<file path="src/rtl/spi_pkg.sv">
// Shared SPI definitions: FSM state encoding, default frame width and counter sizing helper.
// Used by both the master receiver and the slave transmitter.
package spi_pkg;

    localparam int SPI_DATA_WIDTH = 16;

    typedef logic [2:0] spi_state_t;

    localparam spi_state_t ST_IDLE  = 3'd0;
    localparam spi_state_t ST_SETUP = 3'd1;
    localparam spi_state_t ST_LOW   = 3'd2;
    localparam spi_state_t ST_HIGH  = 3'd3;
    localparam spi_state_t ST_DONE  = 3'd4;

    // Bits needed to hold values 0..max_val without wrapping.
    function automatic int cnt_w(input int max_val);
        int w;
        w = $clog2(max_val + 1);
        return (w < 1) ? 1 : w;
    endfunction

endpackage

</file>
<file path="src/rtl/spi_sclk_gen.sv">
// Half-period divider: one-cycle tick every CLK_DIV cycles while run is high.
// Counter is held at zero when idle so each phase starts a full half-period.
module spi_sclk_gen
    import spi_pkg::*;
#(
    parameter int CLK_DIV = 4
) (
    input  logic clk,
    input  logic reset,
    input  logic run,
    output logic tick
);

    localparam int CW = cnt_w(CLK_DIV - 1);
    localparam logic [CW-1:0] LAST = CW'(CLK_DIV - 1);

    logic [CW-1:0] div_cnt;

    assign tick = run && (div_cnt == LAST);

    always_ff @(posedge clk or posedge reset) begin
        if (reset) begin
            div_cnt <= '0;
        end else if (!run || tick) begin
            div_cnt <= '0;
        end else begin
            div_cnt <= div_cnt + 1'b1;
        end
    end

endmodule

</file>
<file path="src/rtl/spi_master_rx.sv">
// SPI master receiver: runs one DATA_WIDTH frame per accepted start_rx, MSB first.
// Latency start_rx -> rx_valid is 1 + CLK_DIV + 2*(DATA_WIDTH+1)*CLK_DIV cycles.
module spi_master_rx
    import spi_pkg::*;
#(
    parameter int DATA_WIDTH = SPI_DATA_WIDTH,
    parameter int CLK_DIV    = 4
) (
    input  logic                  clk,
    input  logic                  reset,
    input  logic                  start_rx,
    input  logic                  miso,
    output logic                  sclk,
    output logic                  cs_n,
    output logic                  busy,
    output logic [DATA_WIDTH-1:0] data_received,
    output logic                  rx_valid
);

    localparam int FW = cnt_w(DATA_WIDTH + 1);
    localparam logic [FW-1:0] LAST_FALL = FW'(DATA_WIDTH + 1);
    localparam logic [FW-1:0] FIRST_BIT = FW'(1);
    localparam logic [FW-1:0] LAST_BIT  = FW'(DATA_WIDTH);

    spi_state_t            state;
    logic [FW-1:0]         fall_cnt;
    logic [DATA_WIDTH-1:0] shift_reg;
    logic [1:0]            miso_sync;
    logic                  tick;
    logic                  run;

    assign run = (state == ST_SETUP) || (state == ST_LOW) || (state == ST_HIGH);

    spi_sclk_gen #(
        .CLK_DIV (CLK_DIV)
    ) u_sclk_gen (
        .clk   (clk),
        .reset (reset),
        .run   (run),
        .tick  (tick)
    );

    always_ff @(posedge clk or posedge reset) begin
        if (reset) begin
            miso_sync <= '0;
        end else begin
            miso_sync <= {miso_sync[0], miso};
        end
    end

    // The first falling edge only lets the slave drive its MSB, so sampling
    // happens on rising edges 1..DATA_WIDTH; the extra final rising edge is idle.
    always_ff @(posedge clk or posedge reset) begin
        if (reset) begin
            state         <= ST_IDLE;
            sclk          <= 1'b1;
            cs_n          <= 1'b1;
            busy          <= 1'b0;
            rx_valid      <= 1'b0;
            data_received <= '0;
            fall_cnt      <= '0;
            shift_reg     <= '0;
        end else begin
            rx_valid <= 1'b0;
            case (state)
                ST_IDLE: begin
                    if (start_rx) begin
                        state     <= ST_SETUP;
                        cs_n      <= 1'b0;
                        busy      <= 1'b1;
                        fall_cnt  <= '0;
                        shift_reg <= '0;
                    end
                end
                ST_SETUP: begin
                    if (tick) begin
                        state    <= ST_LOW;
                        sclk     <= 1'b0;
                        fall_cnt <= fall_cnt + 1'b1;
                    end
                end
                ST_LOW: begin
                    if (tick) begin
                        state <= ST_HIGH;
                        sclk  <= 1'b1;
                        if (fall_cnt >= FIRST_BIT && fall_cnt <= LAST_BIT) begin
                            shift_reg <= {shift_reg[DATA_WIDTH-2:0], miso_sync[1]};
                        end
                    end
                end
                ST_HIGH: begin
                    if (tick) begin
                        if (fall_cnt < LAST_FALL) begin
                            state    <= ST_LOW;
                            sclk     <= 1'b0;
                            fall_cnt <= fall_cnt + 1'b1;
                        end else begin
                            state         <= ST_DONE;
                            cs_n          <= 1'b1;
                            data_received <= shift_reg;
                            rx_valid      <= 1'b1;
                        end
                    end
                end
                ST_DONE: begin
                    state <= ST_IDLE;
                    busy  <= 1'b0;
                end
                default: begin
                    state <= ST_IDLE;
                    sclk  <= 1'b1;
                    cs_n  <= 1'b1;
                    busy  <= 1'b0;
                end
            endcase
        end
    end

endmodule
</file>
<file path="config.mk">
export PLATFORM = sky130hd
export DESIGN_NAME = spi_master_rx
export DESIGN_NICKNAME = d
export VERILOG_FILES = /design/src/rtl/spi_pkg.sv /design/src/rtl/spi_sclk_gen.sv /design/src/rtl/spi_master_rx.sv
export SDC_FILE = /design/constraint.sdc
export NUM_CORES = 1
export LEC_CHECK = 0
export BUFFER_PORTS_ARGS = -buffer_cell sky130_fd_sc_hd__buf_2
export CAP_MARGIN = 15
export CORE_MARGIN = 5
export CORE_UTILIZATION = 49
export DETAILED_ROUTE_END_ITERATION = 12
export HOLD_SLACK_MARGIN = 0.05
export PLACE_DENSITY = 0.71
export REMOVE_ABC_BUFFERS = 1
export SYNTH_ARGS = -nofsm -noshare
export SYNTH_HDL_FRONTEND = slang
export SYNTH_SLANG_ARGS = --single-unit
export TNS_END_PERCENT = 5
</file>
<file path="constraint.sdc">
create_clock -name clk -period 5.4 [get_ports clk]
set_clock_uncertainty 0.1 [all_clocks]
set_input_delay 0.54 -clock clk [delete_from_list [all_inputs] [get_ports clk]]
set_output_delay 0.54 -clock clk [all_outputs]
set_load 0.05 [all_outputs]
</file>
==> results of run 1 <==
cell families (layout without fill, tap and decap cells):
kind of cell	Yosys count	after routing	synth area share (%)
simple gates	32	32	9.20
flops	48	48	59.0
fa+ha+maj	4	4	2.45
buf+inv	16	38	4.11
mux	21	21	11.3
compound gates	33	33	13.9
worst max-delay path, cell delays in order (launching register included):
cell	delay, ns
dfrtp_1	0.46
inv_1	0.11
ha_1	0.13
or3b_1	0.33
a22oi_1	0.30
nor2b_1	0.86
a32o_1	0.28
Yosys cell counts, types with 2 or more instances:
cell,number
dfstp_2,2
nand3_1,3
mux2_2,15
mux2i_1,5
nand2_1,8
inv_1,6
and3_1,2
clkbuf_1,2
ha_1,4
a32o_1,16
buf_6,2
dfrtp_1,46
nand2b_1,4
nor4_1,2
nor2_1,5
buf_2,3
o21ai_0,2
a21oi_1,4
a211oi_1,3
placed cells by master (no fill, tap or decap), types with 2 or more instances in the layout:
| master | n |
|---|---|
| a211oi_1 | 3 |
| a21oi_1 | 4 |
| a32o_1 | 16 |
| and3_1 | 2 |
| buf_2 | 23 |
| clkbuf_8 | 6 |
| dfrtp_1 | 46 |
| dfstp_2 | 2 |
| ha_1 | 4 |
| inv_1 | 5 |
| mux2_2 | 15 |
| mux2i_1 | 5 |
| nand2_1 | 8 |
| nand2b_1 | 4 |
| nand3_1 | 3 |
| nor2_1 | 5 |
| nor4_1 | 2 |
| o21ai_0 | 2 |
final timing paths:
check / startpoint / end / slack, ns / depth (start not counted)
min in group asynchronous: reset / state[2] / 0.28 / 3
max: fall_cnt[0] / shift_reg[1] / 2.77 / 6
max in group asynchronous: reset / fall_cnt[2] / 4.52 / 3
min reg2reg: miso_sync[0] / miso_sync[1] / 0.25 / 0
max reg2reg: fall_cnt[0] / shift_reg[1] / 2.77 / 6
min: miso / miso_sync[0] / 0.25 / 1
power groups by stage:
| stage | logic, W | clock network, W | registers, W |
|---|---|---|---|
| detailed placement | 0.000227 | 0 | 0.000485 |
| CTS | 0.000228 | 0.000277 | 0.000479 |
| global route | 0.000255 | 0.000295 | 0.000492 |
| floorplan | 0.000157 | 0 | 0.000494 |
| finish | 0.000226 | 0.000268 | 0.000481 |
| global placement | 0.000218 | 0 | 0.000478 |
cell type report:
class | instances | area (um2)
fillers | 352 | 1740
repair buffers | 24 | 123
clock inverters | 2 | 38.8
clock buffers | 6 | 82.6
well taps | 50 | 62.6
inverters | 6 | 22.5
multi-input cells | 90 | 752
flip-flops and latches | 48 | 1200
metrics by stage:
stage	std cells	hold WS, ns	worst slack (ns)
6_report	226	0.255	2.77
5_1_grt	226	0.242	2.56
4_1_cts	226	0.246	2.75
3_5_place_dp	218	0.238	2.77
3_3_place_gp	218	0.234	2.91
2_1_floorplan	144	0.231	3.18
per-layer routing:
layer | wire length (um) | vias to the layer above
li1 | - | 611
met1 | 1620 | 645
met2 | 1750 | 36
met3 | 180 | 6
met4 | 66 | 0
met5 | 0 | -
==> results.json, run 1 <==
{
  "synth_area_um2": 2040,
  "fp-row-count": 23,
  "synth_edf_count": 0,
  "final-hold-violation-count": 0,
  "die-area_um2": 5550,
  "tns_ns": 0,
  "synth-main-ff-cell": "dfrtp_1",
  "leakage_nw": 1.11,
  "busiest_layer": "met2",
  "place_area_um2": 2160,
  "synth.avg_cell_area_um2": 13.2,
  "cts_root_buf": "clkbuf_8",
  "io_pins": 24,
  "yosysTopAreaCell": "dfrtp_1",
  "p_int_w": 0.000650,
  "grtUsageMet1_pct": 19.9,
  "area_growth_syn_to_layout_pct": 12.0,
  "drtPass1Iterations": 4,
  "drive_gt1_share_pct": 30.1,
  "worst_setup_path_end_kind": "register",
  "yosysWarnings": 0,
  "crit_fanout": 16,
  "period_share_pct": 48.7,
  "cts_resized": 0,
  "drt_wl_total_um": 3620,
  "fin_nets": 183,
  "critical_path_arrival_ns": 2.77,
  "core-area_um2": 4030,
  "grtUsageMet3_pct": 5.14,
  "grt_first_pass_wirelength_um": 6350,
  "fmax_ghz": 0.380,
  "die_h_um": 74.5,
  "status": "finished clean",
  "design_area_um2": 2280,
  "post-cts-setup-buffers": 0,
  "rsz0062_at_grt": "no",
  "ctsHoldBuffers": 0,
  "tightestPinTransition_ns": 1.02,
  "min_path_type": "in2reg",
  "final-setup-viol-count": 0,
  "routed_via_density": 5.74,
  "wl_per_cell_um": 16.0,
  "initial_core_util_pct": 50.6,
  "clockBufferDepth": 2,
  "synth_area_leaders": "dfrtp_1, mux2_2, a32o_1",
  "startpoint_type": "register",
  "clk_pin_slew_worst_paths_ns": 0.09,
  "maxCapViolations": 0,
  "ys_async_sr_fraction_pct": 100,
  "fin_crit_ns": 2.63,
  "pwr-share-seq_pct": 49.3,
  "switchingPower_w": 0.000324,
  "grt_pass1_vias": 1320,
  "synth-seq-cells": 48,
  "finalPower_w": 0.000975,
  "clk_latency_ns": 0.29,
  "numCtsBuffers": 5,
  "globalRouteMet2Util_pct": 22.5,
  "gr-total-overflow": 0,
  "pwr_density_cell_nw_per_um2": 427,
  "peakVddDrop_v": 0.000303,
  "antenna_left": 0,
  "drv_slew": 0,
  "dp_hpwl_um": 2480,
  "slew_headroom_pct": 31.8,
  "cts_tree": "done",
  "vias": 1298,
  "syn_inst": 154,
  "yosysTopAreaCellShare_pct": 56.4,
  "drt_iter0_drc": 110,
  "synthDistinctLibCells": 39,
  "required_ns": 5.53,
  "yosysSeqAreaShare_pct": 59.0,
  "p_clk_share_pct": 27.5,
  "combPwrFrac_pct": 23.1,
  "antennaDiodeCount": 0,
  "antenna_found_initial": 0,
  "switching_share_pct": 33.3,
  "crit_type": "reg2reg",
  "fin_util_pct": 56.7,
  "port_buffers": 23,
  "gp_congestion": 0.807,
  "drc": 0,
  "die_w_um": 74.5,
  "grt_max_degree": 49,
  "clkSinkCount": 48,
  "track_usage_pct": 15.1,
  "cts_max_level": 2
}
No activity file was read; power rests on OpenSTA's default activity.
==> run 2, diff against run 1 <==
- PLACE_DENSITY: 0.71 -> 0.74
- clock period: 5.4 -> 2.2 ns (I/O delays scaled with it)
==> run 2 against run 1 <==
Wire length is 1.0% lower. Register-to-register slack lost 2.6 ns. Via count increased by 0.54%.
==> results.json, run 2 (same netlist as run 1, synthesis figures left out) <==
{
  "status": "finished clean",
  "crit_type": "reg2reg",
  "pwr_density_cell_nw_per_um2": 1020,
  "grt_max_degree": 39,
  "min_path_type": "in2reg",
  "gp_congestion": 0.844,
  "die-area_um2": 5550,
  "die_w_um": 74.5,
  "required_ns": 2.29,
  "clk_latency_ns": 0.30,
  "core-area_um2": 4030,
  "crit_fanout": 16,
  "port_buffers": 23,
  "layout_commonest_cell": "dfrtp_1",
  "maxCapViolations": 0,
  "cts_root_buf": "clkbuf_8",
  "tns_ns": 0,
  "drive_gt1_share_pct": 32.8,
  "cts_tree": "done",
  "ff2ff_path_depth": 5,
  "most-common-layout-cells": "dfrtp_1, buf_2, a32o_1, mux2_2, nand2_1",
  "antennaDiodeCount": 0,
  "r2r_setup_slack_ns": 0.20,
  "leakage_nw": 1.15,
  "die_h_um": 74.5,
  "rsz0062_at_grt": "no",
  "final-hold-violation-count": 0,
  "gr-total-overflow": 0,
  "initial_core_util_pct": 50.6,
  "dp_hpwl_um": 2530,
  "track_usage_pct": 14.6,
  "drt_iter0_drc": 131,
  "worst_setup_path_end_kind": "register",
  "cts_max_level": 2,
  "antenna_found_initial": 0,
  "clkSinkCount": 48,
  "grt_first_pass_wirelength_um": 6230,
  "post-cts-setup-buffers": 0,
  "io_pins": 24,
  "wl_per_cell_um": 15.4,
  "tightestPinTransition_ns": 0.774,
  "vias": 1305,
  "numCtsBuffers": 5,
  "slew_headroom_pct": 48.3,
  "drv_slew": 0,
  "critical_path_arrival_ns": 2.08,
  "grt_pass1_vias": 1406,
  "finalPower_w": 0.00239,
  "fin_nets": 190,
  "final-setup-viol-count": 0,
  "clk_pin_slew_worst_paths_ns": 0.08,
  "fmax_ghz": 0.500,
  "hold_path_depth": 3,
  "drt_wl_total_um": 3580,
  "drtPass1Iterations": 4,
  "clockBufferDepth": 2,
  "fp-row-count": 23,
  "routed_via_density": 5.60,
  "area_growth_syn_to_layout_pct": 15.2,
  "startpoint_type": "register",
  "fin_crit_ns": 2.00,
  "drc": 0,
  "period_share_pct": 90.9,
  "antenna_left": 0,
  "peakVddDrop_v": 0.000558
}
run 2: cell count changes in the layout (fill, tap and decap cells not counted):
cell	previous run	this run
a22oi_2	0	1
clkinvlp_4	0	1
buf_12	0	1
clkbuf_8	6	5
clkinv_4	1	0
buf_4	1	5
clkinv_2	0	1
dlygate4sd3_1	0	2
clkinv_1	1	0
a22oi_1	1	0
inv_2	0	1
run 2: worst paths after layout:
path,start,end
min reg2reg,miso_sync[0],miso_sync[1]
max in group asynchronous,reset,shift_reg[14]
max,u_sclk_gen.div_cnt[0],shift_reg[7]
min in group asynchronous,reset,u_sclk_gen.div_cnt[0]
max reg2reg,u_sclk_gen.div_cnt[0],shift_reg[7]
min,start_rx,cs_n
run 2: worst max-delay path, stage by stage, from the launching register on:
cell and delay (ns):
dfrtp_1 0.37, ha_1 0.31, mux2i_1 0.14, or3_1 0.34, o21bai_2 0.35, a32o_1 0.28
run 2: where the power goes:
group	switching, W	internal [W]
Sequential	0.000135	0.000999
Clock	0.000283	0.000336
Combinational	0.000379	0.000255
run 2: final cells by class:
| type | count | area (um2) |
|---|---|---|
| clock buffer | 5 | 68.8 |
| clock inverter | 3 | 42.5 |
| fill | 328 | 1680 |
| inverter | 6 | 22.5 |
| multi-input combinational | 90 | 757 |
| sequential | 48 | 1200 |
| tap | 50 | 62.6 |
| timing repair buffer | 31 | 193 |
run 2: repair_timing:
item | 4_1_cts | 5_1_grt
hold buffers | 2 | 0
endpoints found under the hold margin | 35 | 0
resized for setup | 0 | 1
endpoints found under the setup margin | 0 | 2
run 2: metal layers:
layer | GRT usage, % | up-vias | wire length [um]
li1 | - | 626 | -
met2 | 24.3 | 33 | 1770
met4 | 7.11 | 0 | 82
met5 | 0 | - | 0
met1 | 17.1 | 639 | 1540
met3 | 4.73 | 7 | 185
run 2: per-stage QoR:
step,instances,cell area (um2),hold WS (ns),utilization [%],setup WS [ns]
after CTS,233,2340,0.168,58.2,0.190
after floorplan,144,1980,0.151,-,-0.0217
final,233,2350,0.179,58.3,0.201
after global routing,233,2350,0.199,58.3,0.0402
after global placement,223,2210,0.230,54.9,0.279
after detailed placement,223,2210,0.236,54.9,0.206
